==> config.mk <==
export PLATFORM = sky130hd
export DESIGN_NAME = axi2apb_bridge
export DESIGN_NICKNAME = d
export VERILOG_FILES = /design/src/rtl/axi2apb_bridge.sv
export SDC_FILE = /design/constraint.sdc
export NUM_CORES = 1
export LEC_CHECK = 0
export ABC_CLOCK_PERIOD_IN_PS = 2500
export BUFFER_PORTS_ARGS = -buffer_cell sky130_fd_sc_hd__buf_2
export CAP_MARGIN = 20
export CORE_AREA = 2 2 130 132
export DETAILED_ROUTE_END_ITERATION = 10
export DIE_AREA = 0 0 132 134
export PLACE_DENSITY = 0.65
export SLEW_MARGIN = 20
export SYNTH_ARGS = -nofsm -noshare
export SYNTH_HDL_FRONTEND = slang
export SYNTH_SLANG_ARGS = --single-unit
export TNS_END_PERCENT = 100
==> constraint.sdc <==
create_clock -name aclk -period 2.5 [get_ports aclk]
set_input_delay 0.375 -clock aclk [delete_from_list [all_inputs] [get_ports aclk]]
set_output_delay 0.375 -clock aclk [all_outputs]
set_load 0.03 [all_outputs]
==> src/rtl/axi2apb_bridge.sv <==
// axi2apb_bridge: AXI4-Lite to APB4 bridge, one transfer in flight, decoding SLV_NUM
// windows above SLV_BASE, with write/read alternation and an optional ACCESS timeout.
`default_nettype none
module axi2apb_bridge #(
  parameter int          SLV_NUM  = 4,
  parameter int          SLV_ADRW = 12,
  parameter logic [31:0] SLV_BASE = 32'h80000000,
  parameter int          DATA_W   = 32,
  parameter int          TIMEOUT  = 256
) (
  input  logic                     aclk,
  input  logic                     areset,
  input  logic                     awvalid,
  output logic                     awready,
  input  logic [31:0]              awaddr,
  input  logic                     wvalid,
  output logic                     wready,
  input  logic [DATA_W-1:0]        wdata,
  input  logic [DATA_W/8-1:0]      wstrb,
  output logic                     bvalid,
  input  logic                     bready,
  output logic [1:0]               bresp,
  input  logic                     arvalid,
  output logic                     arready,
  input  logic [31:0]              araddr,
  output logic                     rvalid,
  input  logic                     rready,
  output logic [DATA_W-1:0]        rdata,
  output logic [1:0]               rresp,
  output logic [SLV_NUM-1:0]       psel,
  output logic                     penable,
  output logic                     pwrite,
  output logic [SLV_ADRW-1:0]      paddr,
  output logic [DATA_W-1:0]        pwdata,
  output logic [DATA_W/8-1:0]      pstrb,
  input  logic [SLV_NUM-1:0]       pready,
  input  logic [SLV_NUM*DATA_W-1:0] prdata,
  input  logic [SLV_NUM-1:0]       pslverr
);

  localparam int          IDXW     = (SLV_NUM > 1) ? $clog2(SLV_NUM) : 1;
  localparam int          CNTW     = (TIMEOUT > 1) ? $clog2(TIMEOUT + 1) : 1;
  localparam logic [31:0] DEC_MASK = 32'hFFFFFFFF << (SLV_ADRW + IDXW);

  typedef enum logic [2:0] {IDLE, SETUP, ACCESS, BRESP, RDATA} state_t;

  state_t              state, state_nxt;
  logic                last_wr;
  logic [IDXW-1:0]     idx;
  logic [CNTW-1:0]     tcnt;
  logic [1:0]          resp;
  logic [DATA_W-1:0]   rdata_q;

  logic                wr_win, rd_win, acc_hit, tmo;
  logic [31:0]         acc_addr;
  logic [IDXW-1:0]     acc_idx;
  logic                sel_ready, sel_err;
  logic [DATA_W-1:0]   sel_rdata;

  always_comb begin
    // Write wins a tie unless it was the last direction served.
    wr_win   = (state == IDLE) && !areset && awvalid && wvalid && (!arvalid || !last_wr);
    rd_win   = (state == IDLE) && !areset && arvalid && !wr_win;
    acc_addr = wr_win ? awaddr : araddr;
    acc_idx  = acc_addr[SLV_ADRW +: IDXW];
    acc_hit  = (((acc_addr ^ SLV_BASE) & DEC_MASK) == 32'h0) &&
               ({{(32-IDXW){1'b0}}, acc_idx} < 32'(SLV_NUM));
    tmo      = (TIMEOUT > 0) && (tcnt == CNTW'(TIMEOUT - 1));

    sel_ready = 1'b0;
    sel_err   = 1'b0;
    sel_rdata = '0;
    psel      = '0;
    for (int s = 0; s < SLV_NUM; s++) begin
      if (idx == IDXW'(s)) begin
        sel_ready = pready[s];
        sel_err   = pslverr[s];
        sel_rdata = prdata[s*DATA_W +: DATA_W];
        psel[s]   = (state == SETUP) || (state == ACCESS);
      end
    end
  end

  always_comb begin
    state_nxt = state;
    awready   = wr_win;
    wready    = wr_win;
    arready   = rd_win;
    bvalid    = (state == BRESP);
    rvalid    = (state == RDATA);
    penable   = (state == ACCESS);
    bresp     = resp;
    rresp     = resp;
    rdata     = rdata_q;
    case (state)
      IDLE: begin
        if (wr_win || rd_win)
          state_nxt = acc_hit ? SETUP : (wr_win ? BRESP : RDATA);
      end
      SETUP:  state_nxt = ACCESS;
      ACCESS: begin
        if (sel_ready || tmo)
          state_nxt = pwrite ? BRESP : RDATA;
      end
      BRESP:  if (bready) state_nxt = IDLE;
      RDATA:  if (rready) state_nxt = IDLE;
      default: state_nxt = IDLE;
    endcase
  end

  always_ff @(posedge aclk) begin
    if (areset) state <= IDLE;
    else        state <= state_nxt;
  end

  always_ff @(posedge aclk) begin
    if (areset) begin
      last_wr <= 1'b0;
      idx     <= '0;
      tcnt    <= '0;
      resp    <= 2'b00;
      rdata_q <= '0;
      paddr   <= '0;
      pwdata  <= '0;
      pstrb   <= '0;
      pwrite  <= 1'b0;
    end else begin
      if (wr_win || rd_win) begin
        last_wr <= wr_win;
        tcnt    <= '0;
        // APB-facing registers change only when an APB cycle will follow.
        if (acc_hit) begin
          idx    <= acc_idx;
          paddr  <= acc_addr[SLV_ADRW-1:0];
          pwrite <= wr_win;
          pstrb  <= wr_win ? wstrb : '0;
          if (wr_win) pwdata <= wdata;
        end else begin
          resp    <= 2'b11;
          rdata_q <= '0;
        end
      end
      if (state == ACCESS) begin
        if (sel_ready) begin
          resp <= sel_err ? 2'b10 : 2'b00;
          if (!pwrite) rdata_q <= sel_rdata;
        end else if (tmo) begin
          resp    <= 2'b10;
          rdata_q <= '0;
        end else begin
          tcnt <= tcnt + 1'b1;
        end
      end
    end
  end

endmodule
`default_nettype wire

After elaboration in Yosys (flattened, before gate mapping)
Cells that the tools add are included.
- output and inout port bits: 95
- register bits: 98
- input bits: 243
- word-level logic and storage cells: 86
- eq/ne operators: 12
- reductions and logical operators: 20
- add/subtract/negate cells: 1
- bitwise gates (word level): 1
- multiplexer cells: 42
- operators by type and width (kind ; count):
    $mux 32 ; 11
    $mux 9 ; 4
    $logic_not 32->1 ; 1
    $mux 3 ; 7
    $pmux 3 s5 ; 1
    $mux 1 ; 12
    $mux 2 ; 6
    $add 9x1->9 const B ; 1
    $eq 9x8->1 const B ; 1
    $ne 2x1->1 const B ; 4
    $eq 3x2->1 const B ; 2
    $logic_and 1x1->1 ; 6
    $eq 2x2->1 const B ; 2
    $logic_not 1->1 ; 4
    $logic_or 1x1->1 ; 4
    $mux 4 ; 1
    $reduce_and 4->1 ; 1
    $eq 3x1->1 const B ; 1
    $eq 3x3->1 const B ; 1
    $logic_not 3->1 ; 1
    $reduce_and 3->1 ; 1
    $eq 2x1->1 const B ; 1
    $logic_not 2->1 ; 1
    $reduce_and 2->1 ; 1
    $not 1->1 ; 1

Longest topological paths before layout
Gate-level depths: netlist (run 1).
- word-level depth: 13
- depth in mapped cells: 8
- depth with buffers taken out: 6

Worst setup path after synthesis (run 1)
Ideal clock, no wire load.
- path kind: reg-to-output
- start: register idx[1]
- end: output psel[0]
- slack: 361 ps
- data required time: 2125 ps
- data arrival time: 1764 ps
- buffers on the path: 2
- stages on the path, launching flop included: 4
- path through: dfxtp_1 -> clkbuf_1 -> clkbuf_1 -> nor4_1
- word-level cells in the longest chain between the ends: 2
- ends and longest elaborated chain (element ; RTL line ; text):
    start, declared ; 49 ; logic [IDXW-1:0] idx;
    start signal, assigned ; 133 ; idx <= acc_idx;
    $logic_not 2->1 ; 75 ; if (idx == IDXW'(s)) begin
    $mux 1 ; 75 ;
    end, declared ; 30 ; output logic [SLV_NUM-1:0] psel,
No other way between the ends.

Worst setup path after layout (run 1)
- start: register state[1]
- end: register pwrite
- word-level cells in the longest chain between the ends: 9
- elaborated cells between the ends (all ways): 13
- those cells by class: mux (1); bitwise (1); reduce/logical (11)
- ends and longest elaborated chain (element ; RTL line ; text):
    start, declared ; 47 ; state_t state, state_nxt;
    start signal, assigned ; 113 ; else state <= state_nxt;
    $logic_not 3->1 (*) ; 62, 63 ;
    $logic_and 1x1->1 (*) ; 62, 63 ;
    $logic_and 1x1->1 (3 in series) ; 62 ; wr_win = (state == IDLE) && !areset && awvalid && wvalid && (!arvalid || !last_wr);
    $mux 32 or $logic_not 1->1 (tied branches) ; 64, 63 ;
    $not 1->1 (no line) or $logic_and 1x1->1 (tied branches) ; - ;
    $logic_not 32->1 or $logic_or 1x1->1 (tied branches) ; 66, 128 ;
    $reduce_and 2->1 (no line) ; - ;
    end signal, assigned ; 135 ; pwrite <= wr_win;
    end, declared ; 32 ; output logic pwrite,
Mark *: on every way between the ends. The rest lies on a longest branch, timed or not.
A chain may end at the register's enable or synchronous reset.

==> results.json, run 1 <==
{
  "status": "completed",
  "synthAdderAreaFrac_pct": 0.250,
  "finalCritPeriodShare_pct": 88.6,
  "synth-seq-cells": 98,
  "yosys.area_share.simple_pct": 13.2,
  "dp_cells": 976,
  "routed_via_density": 5.00,
  "power_leakage_nw": 3.30,
  "fin_area_um2": 7190,
  "portBuffers": 337,
  "critPathCaptureType": "flip-flop",
  "insertion_delay_ns": 0.35,
  "mostFrequentLayoutCell": "buf_2",
  "drt_drc_violations_left": 0,
  "worst_pin_slew_ns": 0.659,
  "die_w_um": 132,
  "wl_per_cell_um": 17.5,
  "final_core_util_pct": 44.1,
  "totalWireLength_mm": 17.4,
  "place.gp.congestion": 0.825,
  "max-vdd-ir-drop_v": 0.000315,
  "synth_flop_cell": "dfxtp_1",
  "drtIter0Drc": 182,
  "rsz0062_at_grt": "false",
  "clk_pin_slew_ns": 0.07,
  "netlist_instances": 443,
  "hold_class": "in -> reg",
  "die_h_um": 134,
  "cts_setup_buffers": 0,
  "final_cells": 997,
  "finalHoldViolCount": 0,
  "ios": 338,
  "pwr-share-comb_pct": 15.7,
  "grt_first_pass_wirelength_mm": 25.7,
  "grt_max_degree": 41,
  "p_clk_share_pct": 38.5,
  "max_slew_margin_pct": 56.1,
  "syn_area_um2": 5010,
  "drtAntennaViolNets": 0,
  "critPathLaunchType": "flip-flop",
  "power.density_nw_per_um2": 485,
  "clock_path_buffers": 2,
  "critPathKind": "reg -> reg",
  "drv_slew": 0,
  "crit_arrival_ns": 2.45,
  "fill_cells": 1603,
  "antenna_found_initial": 6,
  "total_power_mw": 3.49,
  "hold_buffers": 0,
  "internal_power_mw": 2.55,
  "gr-total-overflow": 0,
  "ys_seq_area_share_pct": 39.2,
  "maxCapViolCount": 0,
  "layout_min_cycle_time_ns": 2.22,
  "grt_pass1_vias": 4845,
  "initial_core_util_pct": 30.7,
  "syn-num-nets": 687,
  "cts_tree": "built",
  "synthArstFlopShare_pct": 0,
  "switching_power_uw": 931,
  "yosys-mux-area-fraction_pct": 24.9,
  "fin_skew_ns": 0.00841,
  "setup_tns_ns": 0,
  "fp-row-count": 47,
  "synth_compound_area_share_pct": 17.0,
  "crit_required_ns": 2.74,
  "firstDrtPassIters": 4,
  "seqPwrFrac_pct": 45.8,
  "fin_nets": 1011,
  "max_freq_ghz": 0.451,
  "synth_top_family_by_area": "multiplexers",
  "yosys_warnings": 0,
  "dpl-instance-area_um2": 6900,
  "numCtsBuffers": 9,
  "core_um2": 16300,
  "critPathMaxFanout": 19,
  "yosys.area_share.xor_xnor_pct": 0.350,
  "setup_viol": 0,
  "layout-drive-gt1-share_pct": 56.0,
  "vias": 4988,
  "final_cell_mix": "buf_2 (337), dfxtp_1 (96), mux2i_1 (47), nor2_1 (46), mux4_2 (34)",
  "hpwl_mm": 13.9,
  "cts_root_buf": "clkbuf_16",
  "area_growth_pct": 43.6,
  "avgSynthCellArea_um2": 11.3,
  "cts.sinks": 98,
  "cts-resized-gates": 0,
  "synth-edff-count": 0,
  "dieArea_um2": 17700,
  "track_usage_pct": 18.7,
  "netSwitchingFraction_pct": 26.7,
  "h-tree-depth": 3,
  "synth_cell_types": 57
}
## area by class of cell
type                    count  area [µm²]  share of cell area, %
repair buffers            354        1840                   25.6
diodes                      5        12.5                  0.174
well taps                 220         275                   3.83
inverters                   4        16.3                  0.226
flip-flops and latches     98        1960                   27.3
multi-input cells         300        2800                   39.0
clock inverters             5        37.5                  0.522
clock buffers              11         243                   3.38
## cell families (layout without fill, tap and decap cells)
| family | Yosys count | in the layout |
|---|---|---|
| AO/OA/AOI/OAI | 95 | 95 |
| other | 0 | 5 |
| buffers and inverters | 45 | 374 |
| AND/OR/NAND/NOR | 120 | 120 |
| XOR/XNOR | 2 | 2 |
| flip-flops | 98 | 98 |
| adder cells (fa/ha/maj) | 1 | 1 |
| multiplexers | 82 | 82 |
## power groups by stage
stage	Sequential, mW	Clock (mW)	Combinational (mW)
floorplan	1.65	0	0.245
global placement	1.63	0	0.547
detailed placement	1.63	0	0.551
CTS	1.60	1.39	0.553
global route	1.60	1.43	0.591
finish	1.60	1.34	0.548
## flip-flops by register name, summed over array words and instances, names as in the netlist
name	flops
pwdata	32
rdata	32
paddr	12
bresp	2
tcnt	9
last_wr	1
pstrb	4
pwrite	1
state	3
idx	2
## Yosys cell counts, types with 3 or more instances
cell type,instances,area [µm²]
a31oi_1,3,18.8
nor3_1,4,20.0
dfxtp_1,98,1960
nor2b_1,5,31.3
a31o_1,15,131
clkbuf_1,16,60.1
nand2_1,17,63.8
buf_6,6,67.6
mux4_2,34,766
a2111oi_2,10,150
nand3_1,11,55.1
nor2_1,46,173
mux2i_1,47,470
and3_1,7,43.8
nor4b_1,3,26.3
o21a_1,3,22.5
nor4_1,6,37.5
buf_4,10,75.1
or3_1,3,18.8
buf_2,3,15.0
a2111oi_0,5,43.8
buf_1,6,22.5
a32o_1,4,40.0
a21oi_1,12,60.1
a22o_1,32,280
## per-stage QoR
stage	hold WS, ns	worst slack (ns)
detailed placement	0.454	0.0382
global placement	0.443	0.0508
finish	0.260	0.284
floorplan	0.432	0.361
CTS	0.245	0.264
global route	0.257	0.101
## critical path, stage by stage, from the launching register on
cell and delay [ns]:
dfxtp_1 0.43, nor4_4 0.46, nand3_4 0.11, clkinv_2 0.12, nand4_4 0.21, a21o_1 0.45
a31o_1 0.31
## routing by layer
layer  wire length, µm  global-route usage [%]  up-vias
met5                12                       0        -
met4               568                    9.54        2
met3              1480                    5.56       35
met2              8620                    32.3      263
met1              6760                    21.0     2318
li1                  -                       -     2370
## path summary, 6_finish.rpt
| path | startpoint | end | slack [ns] | cells after the start |
|---|---|---|---|---|
| worst min-delay path | wdata[9] | pwdata[9] | 0.26 | 3 |
| worst max register to register | state[1] | pwrite | 0.28 | 6 |
| worst min register to register | last_wr | last_wr | 0.46 | 2 |
| worst max-delay path | state[1] | pwrite | 0.28 | 6 |
(Power assumes the default switching activity.)
==> inputs of run 2 (changes only) <==
Settings changed: BUFFER_PORTS_ARGS -buffer_cell sky130_fd_sc_hd__buf_2 to -buffer_cell sky130_fd_sc_hd__buf_4, PLACE_DENSITY 0.65 to 0.73.
==> run 2 against run 1 <==
Against the previous run: design area up 11%; utilization up 5.1 points; register-to-register slack better by 0.03 ns; clock skew about the same; worst setup slack better by 0.030 ns; hold slack worse by 0.014 ns; sequential share of layout area down 2.8 points; cell count down 0.80%; sequential power about the same; non-clock buffer count down 2; power up 3.5%; critical path type unchanged; largest power group unchanged; highest routed layer is now met4.
==> results.json, run 2 (synthesis gave the netlist of run 1 again) <==
{
  "grt_pass1_vias": 5114,
  "firstDrtPassIters": 4,
  "dp_cells": 974,
  "ios": 338,
  "worst_pin_slew_ns": 0.749,
  "hpwl_mm": 14.2,
  "numCtsBuffers": 9,
  "drv_slew": 0,
  "wl_per_cell_um": 18.6,
  "fin_skew_ns": 0.00870,
  "grt_max_degree": 65,
  "die_h_um": 134,
  "clock_path_buffers": 2,
  "seqPwrFrac_pct": 44.2,
  "critPathKind": "reg -> reg",
  "final_cell_mix": "buf_4 (349), dfxtp_1 (96), mux2i_1 (47), nor2_1 (46), mux4_2 (34)",
  "critPathCaptureType": "flip-flop",
  "crit_required_ns": 2.78,
  "critPathLaunchType": "flip-flop",
  "rsz0062_at_grt": "false",
  "grt_first_pass_wirelength_mm": 28.1,
  "clk_pin_slew_ns": 0.07,
  "finalHoldViolCount": 0,
  "initial_core_util_pct": 30.7,
  "layout-drive-gt1-share_pct": 55.9,
  "core_um2": 16300,
  "hold_buffers": 0,
  "finalCritPeriodShare_pct": 87.4,
  "drtIter0Drc": 215,
  "netSwitchingFraction_pct": 26.6,
  "power.density_nw_per_um2": 450,
  "crit_arrival_ns": 2.47,
  "fin_nets": 1009,
  "routed_via_density": 5.04,
  "cts_tree": "built",
  "mostFrequentLayoutCell": "buf_4",
  "track_usage_pct": 20.5,
  "place.gp.congestion": 0.823,
  "totalWireLength_mm": 18.4,
  "cts.sinks": 98,
  "max_freq_ghz": 0.458,
  "critPathMaxFanout": 19,
  "die_w_um": 132,
  "fill_cells": 1507,
  "portBuffers": 337,
  "max_slew_margin_pct": 50.1,
  "layout_min_cycle_time_ns": 2.19,
  "hold_class": "in -> reg",
  "pwr-share-comb_pct": 18.4,
  "insertion_delay_ns": 0.35,
  "p_clk_share_pct": 37.4,
  "status": "completed",
  "antenna-diode-count": 0,
  "cts_root_buf": "clkbuf_16",
  "max-vdd-ir-drop_v": 0.000352,
  "gr-total-overflow": 0,
  "cts-resized-gates": 0,
  "internal_power_mw": 2.65,
  "setup_viol": 0,
  "area_growth_pct": 60.1,
  "drtAntennaViolNets": 0,
  "power_leakage_nw": 3.49,
  "dieArea_um2": 17700,
  "switching_power_uw": 961,
  "antenna_found_initial": 0,
  "maxCapViolCount": 0,
  "fp-row-count": 47,
  "cts_setup_buffers": 0,
  "vias": 4987,
  "final_cells": 989,
  "h-tree-depth": 3,
  "drt_drc_violations_left": 0,
  "setup_tns_ns": 0
}
run 2: layer usage:
| metal | up-vias | GRT usage, % | share of wire (%) |
|---|---|---|---|
| met4 | 0 | 6.22 | 2.0 |
| met1 | 2372 | 22.3 | 37 |
| met3 | 20 | 7.48 | 9.0 |
| met2 | 229 | 37.2 | 52 |
| met5 | - | 0 | 0 |
| li1 | 2366 | - | - |
run 2: path summary, 6_finish.rpt:
kind / start / to / slack [ns] / cells after the start
worst max-delay path: state[0] / idx[0] / 0.31 / 6
worst max register to register: state[0] / idx[0] / 0.31 / 6
worst min register to register: last_wr / last_wr / 0.45 / 2
worst min-delay path: bready / state[0] / 0.25 / 2
run 2: critical path, cell delays in order, from the launching register on:
cell,delay [ns]
dfxtp_1,0.44
nor4_4,0.42
nand3_4,0.11
buf_4,0.24
nand3_2,0.10
a21o_1,0.57
a31o_1,0.24
run 2: power by group through the flow:
stage / sequential [mW] / clock, mW / combinational [mW]
finish: 1.59 / 1.35 / 0.665
global route: 1.60 / 1.45 / 0.713
CTS: 1.59 / 1.40 / 0.672
detailed placement: 1.63 / 0 / 0.670
global placement: 1.63 / 0 / 0.662
floorplan: 1.65 / 0 / 0.245
run 2: area by class of cell:
class | count | area, µm² | area share [%]
clock buffer | 9 | 225 | 2.81
timing repair buffer | 352 | 2680 | 33.4
sequential | 98 | 1960 | 24.5
tap | 220 | 275 | 3.44
inverter | 4 | 16.3 | 0.203
multi-input combinational | 300 | 2800 | 35.0
clock inverter | 6 | 50.0 | 0.625
run 2: stage by stage:
step | total power, mW | utilization (%) | setup slack, ns | cell area, µm² | hold WS [ns]
after global placement | 2.29 | 47.5 | 0.199 | 7740 | 0.441
final | 3.61 | 49.2 | 0.315 | 8010 | 0.247
after floorplan | 1.90 | - | 0.361 | 5010 | 0.432
after global routing | 3.76 | 49.2 | 0.169 | 8010 | 0.240
after CTS | 3.67 | 49.2 | 0.323 | 8010 | 0.227
after detailed placement | 2.30 | 47.5 | 0.199 | 7740 | 0.448
==> inputs of run 3 (changes only) <==
Settings changed: PLACE_DENSITY 0.73 to unset.
==> run 3 against run 2 <==
Against the previous run: via count increased by 1.2%; worst setup slack got worse by 0.13 ns; sequential cell count did not move; hold slack gained 0.0062 ns; count of clock-buffer cells in the layout up 3; sequential share of layout area stayed put; design area stayed put; clock skew is 0.0015 ns lower; wire length rose by 4.4%; clock power barely moved; power is essentially flat; critical path type unchanged; critical endpoint unchanged; largest power group unchanged.
==> results.json, run 3 (synthesis gave the netlist of run 1 again) <==
{
  "status": "completed",
  "grt_pass1_vias": 5354,
  "core_um2": 16300,
  "hold_buffers": 0,
  "vias": 5048,
  "switching_power_uw": 914,
  "hold_class": "in -> reg",
  "antenna_found_initial": 2,
  "layout_min_cycle_time_ns": 2.31,
  "critPathKind": "reg -> reg",
  "clock_path_buffers": 2,
  "maxCapViolCount": 0,
  "place.gp.congestion": 0.878,
  "die_w_um": 132,
  "final_cell_mix": "buf_4 (350), dfxtp_1 (96), mux2i_1 (47), nor2_1 (46), mux4_2 (34)",
  "fill_cells": 1539,
  "p_clk_share_pct": 37.2,
  "wl_per_cell_um": 19.3,
  "hpwl_mm": 15.1,
  "clk_pin_slew_ns": 0.07,
  "firstDrtPassIters": 5,
  "cts-resized-gates": 0,
  "regArea_um2": 1960,
  "initial_core_util_pct": 30.7,
  "die_h_um": 134,
  "cts_setup_buffers": 0,
  "dieArea_um2": 17700,
  "internal_power_mw": 2.69,
  "fp-row-count": 47,
  "max_slew_margin_pct": 50.3,
  "rsz0062_at_grt": "false",
  "drv_slew": 0,
  "mostFrequentLayoutCell": "buf_4",
  "fin_nets": 1009,
  "multi_input_area_um2": 2800,
  "totalWireLength_mm": 19.2,
  "drt_drc_violations_left": 0,
  "critPathCaptureType": "flip-flop",
  "portBuffers": 337,
  "layout-drive-gt1-share_pct": 55.8,
  "max-vdd-ir-drop_v": 0.000308,
  "grt_max_degree": 65,
  "setup_tns_ns": 0,
  "critPathSlowestCell": "a21o_1",
  "insertion_delay_ns": 0.35,
  "critPathLaunchType": "flip-flop",
  "worst_pin_slew_ns": 0.746,
  "power.density_nw_per_um2": 450,
  "cts.sinks": 98,
  "cts_tree": "built",
  "drtAntennaViolNets": 0,
  "crit_arrival_ns": 2.60,
  "cts_root_buf": "clkbuf_16",
  "critical_path.max_stage_delay_ns": 0.55,
  "track_usage_pct": 21.3,
  "max_freq_ghz": 0.432,
  "drtIter0Drc": 219,
  "seqPwrFrac_pct": 44.3,
  "crit_required_ns": 2.79,
  "final_cells": 992,
  "critPathMaxFanout": 19,
  "fin_skew_ns": 0.00718,
  "gr-total-overflow": 0,
  "finalHoldViolCount": 0,
  "finalCritPeriodShare_pct": 92.6,
  "h-tree-depth": 3,
  "pwr-share-comb_pct": 18.5,
  "numCtsBuffers": 9,
  "netSwitchingFraction_pct": 25.3,
  "setup_viol": 0,
  "routed_via_density": 5.09,
  "area_growth_pct": 60.1,
  "path_cells": "nor4_4 > nand3_4 > buf_4 > nand3_2 > a21o_1 > a31o_1",
  "grt_first_pass_wirelength_mm": 29.4,
  "dp_cells": 974,
  "power_leakage_nw": 3.49,
  "ios": 338
}
-- run 3: path summary, 6_finish.rpt --
path              startpoint        to  slack [ns]  cells past startpoint
hold / removal        bready  state[0]        0.25                      2
hold reg to reg      last_wr   last_wr        0.46                      2
setup reg to reg    state[1]    idx[0]        0.19                      6
setup / recovery    state[1]    idx[0]        0.19                      6
-- run 3: worst max-delay path: cells and delay by family, from the launching register on --
family / cells / cell delay, ns
buffers and inverters: 1 / 0.24
and+or+nand+nor: 3 / 0.79
AOI/OAI and AO/OA: 2 / 0.79
DFF: 1 / 0.44
-- run 3: metal layers --
layer	GRT usage (%)	wire [µm]	vias to the layer above
li1	-	-	2365
met1	24.0	7290	2389
met2	37.8	9690	260
met5	0	0	-
met3	6.12	1670	34
met4	8.76	532	0
-- run 3: power groups by stage --
stage	sequential, mW	combinational [mW]	clock [mW]
after floorplan	1.65	0.245	0
after global placement	1.63	0.660	0
after detailed placement	1.63	0.670	0
after CTS	1.60	0.672	1.38
after global routing	1.60	0.712	1.45
final	1.60	0.667	1.34
-- run 3: area by class of cell --
class	instances	area share [%]
clock inverters	4	0.328
well taps	220	3.44
flip-flops and latches	98	24.5
multi-input cells	300	35.0
diodes	2	0.0625
clock buffers	12	3.20
repair buffers	352	33.3
inverters	4	0.203
-- run 3: stage by stage --
stage | setup slack, ns | total power [mW] | hold slack [ns] | utilization [%] | instance area (µm²)
global route | 0.0391 | 3.77 | 0.254 | 49.2 | 8010
CTS | 0.173 | 3.65 | 0.243 | 49.2 | 8010
global placement | 0.205 | 2.29 | 0.439 | 47.4 | 7720
floorplan | 0.361 | 1.90 | 0.432 | - | 5010
detailed placement | 0.150 | 2.30 | 0.448 | 47.4 | 7720
finish | 0.185 | 3.61 | 0.253 | 49.2 | 8010
